--- config.mk ---
export PLATFORM = sky130hd
export DESIGN_NAME = hopf_noise_source_flat
export DESIGN_NICKNAME = d
export VERILOG_FILES = /design/src/rtl/hopf_pkg.sv /design/src/rtl/hopf_noise_source_if.sv /design/src/rtl/noise_lfsr32.sv /design/src/rtl/hopf_noise_source.sv /design/src/flat_wrapper.sv
export SDC_FILE = /design/constraint.sdc
export NUM_CORES = 1
export LEC_CHECK = 0
export ABC_AREA = 1
export CORE_ASPECT_RATIO = 0.9
export CORE_MARGIN = 2
export CORE_UTILIZATION = 55
export CTS_BUF_LIST = sky130_fd_sc_hd__clkbuf_4
export DETAILED_ROUTE_END_ITERATION = 10
export DONT_BUFFER_PORTS = 1
export PLACE_DENSITY_LB_ADDON = 0.1
export SLEW_MARGIN = 20
export SYNTH_ARGS = -nofsm -noshare
export SYNTH_HDL_FRONTEND = slang
export SYNTH_SLANG_ARGS = --single-unit
--- constraint.sdc ---
create_clock -name clk -period 16.6 [get_ports clk]
set_input_delay 1.66 -clock clk [delete_from_list [all_inputs] [get_ports clk]]
set_output_delay 1.66 -clock clk [all_outputs]
set_load 0.02 [all_outputs]
--- src/rtl/hopf_pkg.sv ---
// rtl/hopf_pkg.sv - shared constants and FSM encoding for the Hopf noise source
package hopf_pkg;
  localparam logic [31:0] LFSR_MASK    = 32'h80200003;
  localparam logic [31:0] DEFAULT_SEED = 32'hACE12468;
  localparam int          Q_FRAC       = 14;
  localparam int          ONE          = 1 << Q_FRAC;

  typedef enum logic [1:0] {
    IDLE  = 2'd0,
    ACCUM = 2'd1,
    SCALE = 2'd2
  } state_t;
endpackage

--- src/rtl/hopf_noise_source_if.sv ---
// rtl/hopf_noise_source_if.sv - request/seed/gain inputs and noise outputs of the noise source
interface hopf_noise_source_if #(
  parameter int WIDTH = 18
);
  logic                    clk_en;
  logic                    seed_load;
  logic [31:0]             seed_in;
  logic signed [WIDTH-1:0] noise_gain;
  logic signed [WIDTH-1:0] noise_x;
  logic                    noise_valid;
  logic                    busy;

  modport master (
    output clk_en, seed_load, seed_in, noise_gain,
    input  noise_x, noise_valid, busy
  );

  modport slave (
    input  clk_en, seed_load, seed_in, noise_gain,
    output noise_x, noise_valid, busy
  );
endinterface

--- src/rtl/noise_lfsr32.sv ---
// rtl/noise_lfsr32.sv - 32-bit Galois right-shift LFSR with step enable and zero-seed guard
module noise_lfsr32
  import hopf_pkg::*;
#(
  parameter logic [31:0] SEED = DEFAULT_SEED
) (
  input  logic        clk,
  input  logic        rst,
  input  logic        step,
  input  logic        load,
  input  logic [31:0] load_value,
  output logic [31:0] state,
  output logic [31:0] next_state
);
  logic [31:0] q;

  assign next_state = (q >> 1) ^ (q[0] ? LFSR_MASK : 32'h0);
  assign state      = q;

  // A zero seed would lock the register up, so it falls back to SEED.
  always_ff @(posedge clk) begin
    if (rst)       q <= SEED;
    else if (load) q <= (load_value == 32'h0) ? SEED : load_value;
    else if (step) q <= next_state;
  end
endmodule

--- src/rtl/hopf_noise_source.sv ---
// rtl/hopf_noise_source.sv - Irwin-Hall Gaussian noise generator feeding the stochastic Hopf oscillator
module hopf_noise_source
  import hopf_pkg::*;
#(
  parameter int          WIDTH = 18,
  parameter int          FRAC  = 14,
  parameter int          SUM_N = 4,
  parameter logic [31:0] SEED  = DEFAULT_SEED
) (
  input logic               clk,
  input logic               rst,
  hopf_noise_source_if.slave bus
);
  localparam int CNT_W = (SUM_N > 1) ? $clog2(SUM_N) : 1;
  localparam int ACC_W = 12 + CNT_W;
  localparam int PW    = ACC_W + 1 + WIDTH;
  localparam logic [CNT_W-1:0]     LAST   = CNT_W'(SUM_N - 1);
  localparam logic signed [ACC_W:0] CENTER = (ACC_W + 1)'(SUM_N * 2048);
  localparam logic signed [PW-1:0] P_MAX  = PW'((1 <<< (WIDTH - 1)) - 1);
  localparam logic signed [PW-1:0] P_MIN  = -P_MAX - PW'(1);

  state_t                  state_q, state_d;
  logic [ACC_W-1:0]        acc;
  logic [CNT_W-1:0]        count;
  logic signed [WIDTH-1:0] noise_q, noise_sat;
  logic                    valid_q;
  logic                    lfsr_step, sample_done;
  logic [31:0]             lfsr_state, lfsr_next;
  logic signed [ACC_W:0]   centred;
  logic signed [PW-1:0]    centred_ext, gain_ext, prod, shifted;

  noise_lfsr32 #(.SEED(SEED)) u_lfsr (
    .clk       (clk),
    .rst       (rst),
    .step      (lfsr_step),
    .load      (bus.seed_load),
    .load_value(bus.seed_in),
    .state     (lfsr_state),
    .next_state(lfsr_next)
  );

  always_comb begin
    state_d     = state_q;
    lfsr_step   = 1'b0;
    sample_done = 1'b0;
    if (bus.seed_load) begin
      state_d = IDLE;
    end else begin
      case (state_q)
        IDLE:  if (bus.clk_en) state_d = ACCUM;
        ACCUM: begin
          lfsr_step = 1'b1;
          if (count == LAST) state_d = SCALE;
        end
        SCALE: begin
          sample_done = 1'b1;
          state_d     = IDLE;
        end
        default: state_d = IDLE;
      endcase
    end
  end

  // Full-precision product; only the shifted result is narrowed, with clamping.
  always_comb begin
    centred     = $signed({1'b0, acc}) - CENTER;
    centred_ext = centred;
    gain_ext    = bus.noise_gain;
    prod        = centred_ext * gain_ext;
    shifted     = prod >>> FRAC;
    if (shifted > P_MAX)      noise_sat = P_MAX[WIDTH-1:0];
    else if (shifted < P_MIN) noise_sat = P_MIN[WIDTH-1:0];
    else                      noise_sat = shifted[WIDTH-1:0];
  end

  always_ff @(posedge clk) begin
    if (rst) begin
      state_q <= IDLE;
      acc     <= '0;
      count   <= '0;
      noise_q <= '0;
      valid_q <= 1'b0;
    end else begin
      state_q <= state_d;
      valid_q <= sample_done;
      if (bus.seed_load || state_q == IDLE) begin
        acc   <= '0;
        count <= '0;
      end else if (lfsr_step) begin
        acc   <= acc + {{CNT_W{1'b0}}, lfsr_next[31:20]};
        count <= count + CNT_W'(1);
      end
      if (sample_done) noise_q <= noise_sat;
    end
  end

  assign bus.noise_x     = noise_q;
  assign bus.noise_valid = valid_q;
  assign bus.busy        = (state_q == ACCUM) || (state_q == SCALE);

  a_lfsr_nonzero: assert property (@(posedge clk) disable iff (rst)
    (lfsr_state != 32'h0) && (lfsr_next != 32'h0));
endmodule

--- src/flat_wrapper.sv ---
// flat-port wrapper written by rule: the top's interface ports become plain ports
module hopf_noise_source_flat import hopf_pkg::*;
#(
  parameter int          WIDTH = 18,
  parameter int          FRAC  = 14,
  parameter int          SUM_N = 4,
  parameter logic [31:0] SEED  = DEFAULT_SEED
)
  (clk, rst, bus_clk_en, bus_seed_load, bus_seed_in, bus_noise_gain, bus_noise_x, bus_noise_valid, bus_busy);
  hopf_noise_source_if #(.WIDTH(WIDTH)) bus_i ();
  input logic clk;
  input logic rst;
  input wire logic [$bits(bus_i.clk_en)-1:0] bus_clk_en;
  input wire logic [$bits(bus_i.seed_load)-1:0] bus_seed_load;
  input wire logic [$bits(bus_i.seed_in)-1:0] bus_seed_in;
  input wire logic [$bits(bus_i.noise_gain)-1:0] bus_noise_gain;
  output wire logic [$bits(bus_i.noise_x)-1:0] bus_noise_x;
  output wire logic [$bits(bus_i.noise_valid)-1:0] bus_noise_valid;
  output wire logic [$bits(bus_i.busy)-1:0] bus_busy;
  assign bus_i.clk_en = bus_clk_en;
  assign bus_i.seed_load = bus_seed_load;
  assign bus_i.seed_in = bus_seed_in;
  assign bus_i.noise_gain = bus_noise_gain;
  assign bus_noise_x = bus_i.noise_x;
  assign bus_noise_valid = bus_i.noise_valid;
  assign bus_busy = bus_i.busy;
  hopf_noise_source #(.WIDTH(WIDTH), .FRAC(FRAC), .SUM_N(SUM_N), .SEED(SEED)) u_core (.clk(clk), .rst(rst), .bus(bus_i));
endmodule
==> metrics.md <==
| Metric | Value |
|---|---|
| Status | finished, final reports clean |
| FF+latch count, synth | 69 |
| Largest net degree at the start of global routing | 40 |
| Resize count post-CTS | 0 |
| Max-slew violations | 0 |
| Vias in the first global route | 11800 |
| Commonest cells after routing, fill and taps aside | inv_1, nand2_1, fa_1 |
| Row cnt | 55 |
| Final setup fails | 0 |
| Setup slack, reg-to-reg | 9520 ps |
| Worst-skew pair later-pin latency | 480 ps |
| Non-Filler Instances | 2180 |
| Max Cap Viol | 0 |
| I/O Buffers | 0 |
| Setup_tns | 0 ps |
| Die W | about 170 µm |
| Initial antenna violation count | 1 |
| CTS buffer count | 9 |
| Final period util | about 43% |
| CTS clock-pin slew for the worst setup and hold paths | ~160 ps |
| Synth Area in Compound Gates | between 7 and 8% |
| Routability congestion estimate | 0.875 |
| Synth unique cells | 39 |
| Synth Net Count | 2293 |
| Layout cell share with drive strength beyond 1 | 2.94% |
| DR WL/cell | 15.5 µm |
| Area leader, netlist | fa_1 |
| Area of the mapped netlist | 0.0140 mm² |
| Die H | 155 µm |
| Synth Instances | 1878 |
| Yosys warnings | 0 |
| CP dominant cell by count | fa_1 |
| Tot GR Track Use | 27.6% |
| Clock Skews | 35.1 ps |
| Post-DP HPWL | between 20000 and 30000 µm |
| P_leak | 8.54 nW |
| Global route total overflow | 0 |
| Clk sink count | 69 |
| # Post-CTS Setup Buffers | 0 |
| VDD IR max | 46.1 µV |
| Adder and majority cell fraction of the synthesized area | 46.3% |
| PD cells | about 38 mW/mm² |
| Crit end category | flop |
| Nets@finish | 2247 |
| Worst Tran Pin Value | 968 ps |
| CP max stage delay | 910 ps |
| WL final | roughly 34000 µm |
| Hold/Removal Path Class | reg -> reg |
| CP required | 16940 ps |
| Largest family of logic cells by synthesized area | adder cells |
| First-pass DRT Iterations | 8 |
| P&R area growth vs syn | 2.65% |
| Clk Tree Root Cell | clkbuf_4 |
| Setup CP Type | in -> reg |
| Number of DRC markers in iteration 0 | 683 |
| Routed Antenna Nets | 0 |
| Initial cell density of the core | 55.9% |
| Min Tclk post-route | roughly 7000 ps |
| Core footprint | 0.0250 mm² |
| Share of the synthesized area in the top cell type | 37.5% |
| First-pass GRT wire length | a little under 60000 µm |
| Crit-path cells | nand2_1 > inv_1 > fa_1 > fa_1 > fa_1 > inv_1 > fa_1 > fa_1 > fa_1 > inv_1 > ha_1 > inv_1 > nor3_1 > nand2_1 > nor3_1 > nand2_2 > nand3_1 > nand2_2 > a21oi_4 > a21oi_1 |
| Vias/cell | approximately 5 |
| Post-synthesis mux area share | 0% |
| DRC | 0 |
| Total number of vias | around 11000 |
| Slew margin rel. | 35.4% |
| FMAX | 140 MHz |
| Crit path max fanout | 17 |
| Synth Area in XOR/XNOR | under 10% |
| Die Area | around 0.027 mm² |
| Hold-fix buffer count after cts | 0 |
| CP max-delay cell | fa_1 |
| CTS tree | done |
| Ranking of synthesized cells by area | fa_1, inv_1, nand2_1 |
| Commonest non-fill, non-tap cell in the layout | inv_1 |
| Unrepaired setup endpoints after global routing | no |
| Share of the yosys chip area belonging to registers | under 10% |
| Simple-gate portion of the synthesized area | a little under a fifth |
| Synthesized area per cell | about 7.5 µm² |
| Critical Path Start Type | input pin |
| # IOs | 74 |
| H-tree levels | 3 |
| # placed instances | 2163 |
| Clk buf depth | 2 |
| Critical Path AT | between 7000 and 8000 ps |
| Hold Fails Final Rpt | 0 |
-- sequential cells by signal (all words and copies together) (netlist names) --
name and count:
u_core.count 2, u_core.bus.noise_x 18, u_core.bus.noise_valid 1, u_core.state_q 2
u_core.acc 14, u_core.u_lfsr.state 32
-- per-layer routing --
metal  global-route usage, %  wire (µm)  vias up
met5                       0          0        -
met4                    8.24        986        0
met3                    3.43       1630       59
li1                        -          -     5391
met2                    46.5      15900      244
met1                    37.4      15200     5542
-- critical path, delay by kind of cell --
kind	cells	cell delay, ps
fa+ha+maj	7	3840
buf+inv	4	380
simple gates	7	940
compound gates	2	650
-- cell type report --
type / instances / area (µm²)
fill: 2526 / 10700
multi-input combinational: 1214 / 10400
inverter: 527 / 1980
sequential: 69 / 1380
tap: 342 / 428
timing repair buffer: 11 / 82.6
clock buffer: 9 / 67.6
clock inverter: 7 / 63.8
antenna: 1 / 2.50
-- where the power goes --
part           internal, W  total [W]  switching, W
clock network    0.0000340   0.000115     0.0000810
logic            0.0000913   0.000249      0.000158
registers         0.000174   0.000181    0.00000711
-- synth_stat cells --
| master | number |
|---|---|
| o21ai_1 | 2 |
| nand4_1 | 10 |
| a31oi_1 | 1 |
| o221ai_1 | 5 |
| a21oi_1 | 61 |
| clkinv_1 | 1 |
| nor2_1 | 103 |
| xor2_1 | 18 |
| ha_1 | 99 |
| a21oi_2 | 11 |
| nor3_1 | 8 |
| o22ai_1 | 1 |
| nand3b_1 | 2 |
| a21boi_0 | 3 |
| o221a_2 | 1 |
| nor4_1 | 9 |
| buf_4 | 1 |
| o2111ai_1 | 8 |
| buf_6 | 2 |
| xnor2_1 | 9 |
| o211ai_1 | 13 |
| fa_1 | 262 |
| nand3_1 | 34 |
| clkbuf_1 | 60 |
| dfxtp_1 | 69 |
| a211oi_1 | 1 |
| a221oi_1 | 1 |
| or2_2 | 3 |
| nand2_1 | 465 |
| nand2_2 | 9 |
| o21ai_0 | 64 |
| a21o_1 | 2 |
| buf_2 | 1 |
| o21a_1 | 4 |
| o21bai_1 | 3 |
| nor2_2 | 1 |
| inv_1 | 526 |
| buf_1 | 4 |
| a21oi_4 | 1 |
-- metrics by stage --
| step | cell area, µm² | worst slack, ps | util, % | total power, W | hold slack (ps) |
|---|---|---|---|---|---|
| after floorplan | 14000 | 9440 | - | 0.000382 | 445 |
| after global placement | 14200 | 9060 | 56.8 | 0.000431 | 454 |
| after detailed placement | 14200 | 8950 | 56.8 | 0.000434 | 464 |
| after CTS | 14400 | 9460 | 57.4 | 0.000551 | 483 |
| after global routing | 14400 | 9040 | 57.4 | 0.000598 | 519 |
| final | 14400 | 9440 | 57.4 | 0.000545 | 482 |
-- logic make-up (layout without fill, tap and decap cells) --
kind of cell	count (synthesis)	after routing
simple gates	644	644
buf+inv	595	554
fa+ha+maj	361	361
compound gates	182	182
flops	69	69
xor+xnor	27	27
other cells	0	1
-- final timing paths --
check | depth (start not counted) | start | end
min reg2reg | 2 | u_core.count[1] | u_core.count[1]
min | 2 | u_core.count[1] | u_core.count[1]
max | 20 | bus_noise_gain[17] | u_core.bus.noise_x[1]
max reg2reg | 20 | u_core.acc[0] | u_core.bus.noise_x[1]
Note: power is estimated with default switching activity, not from simulation.
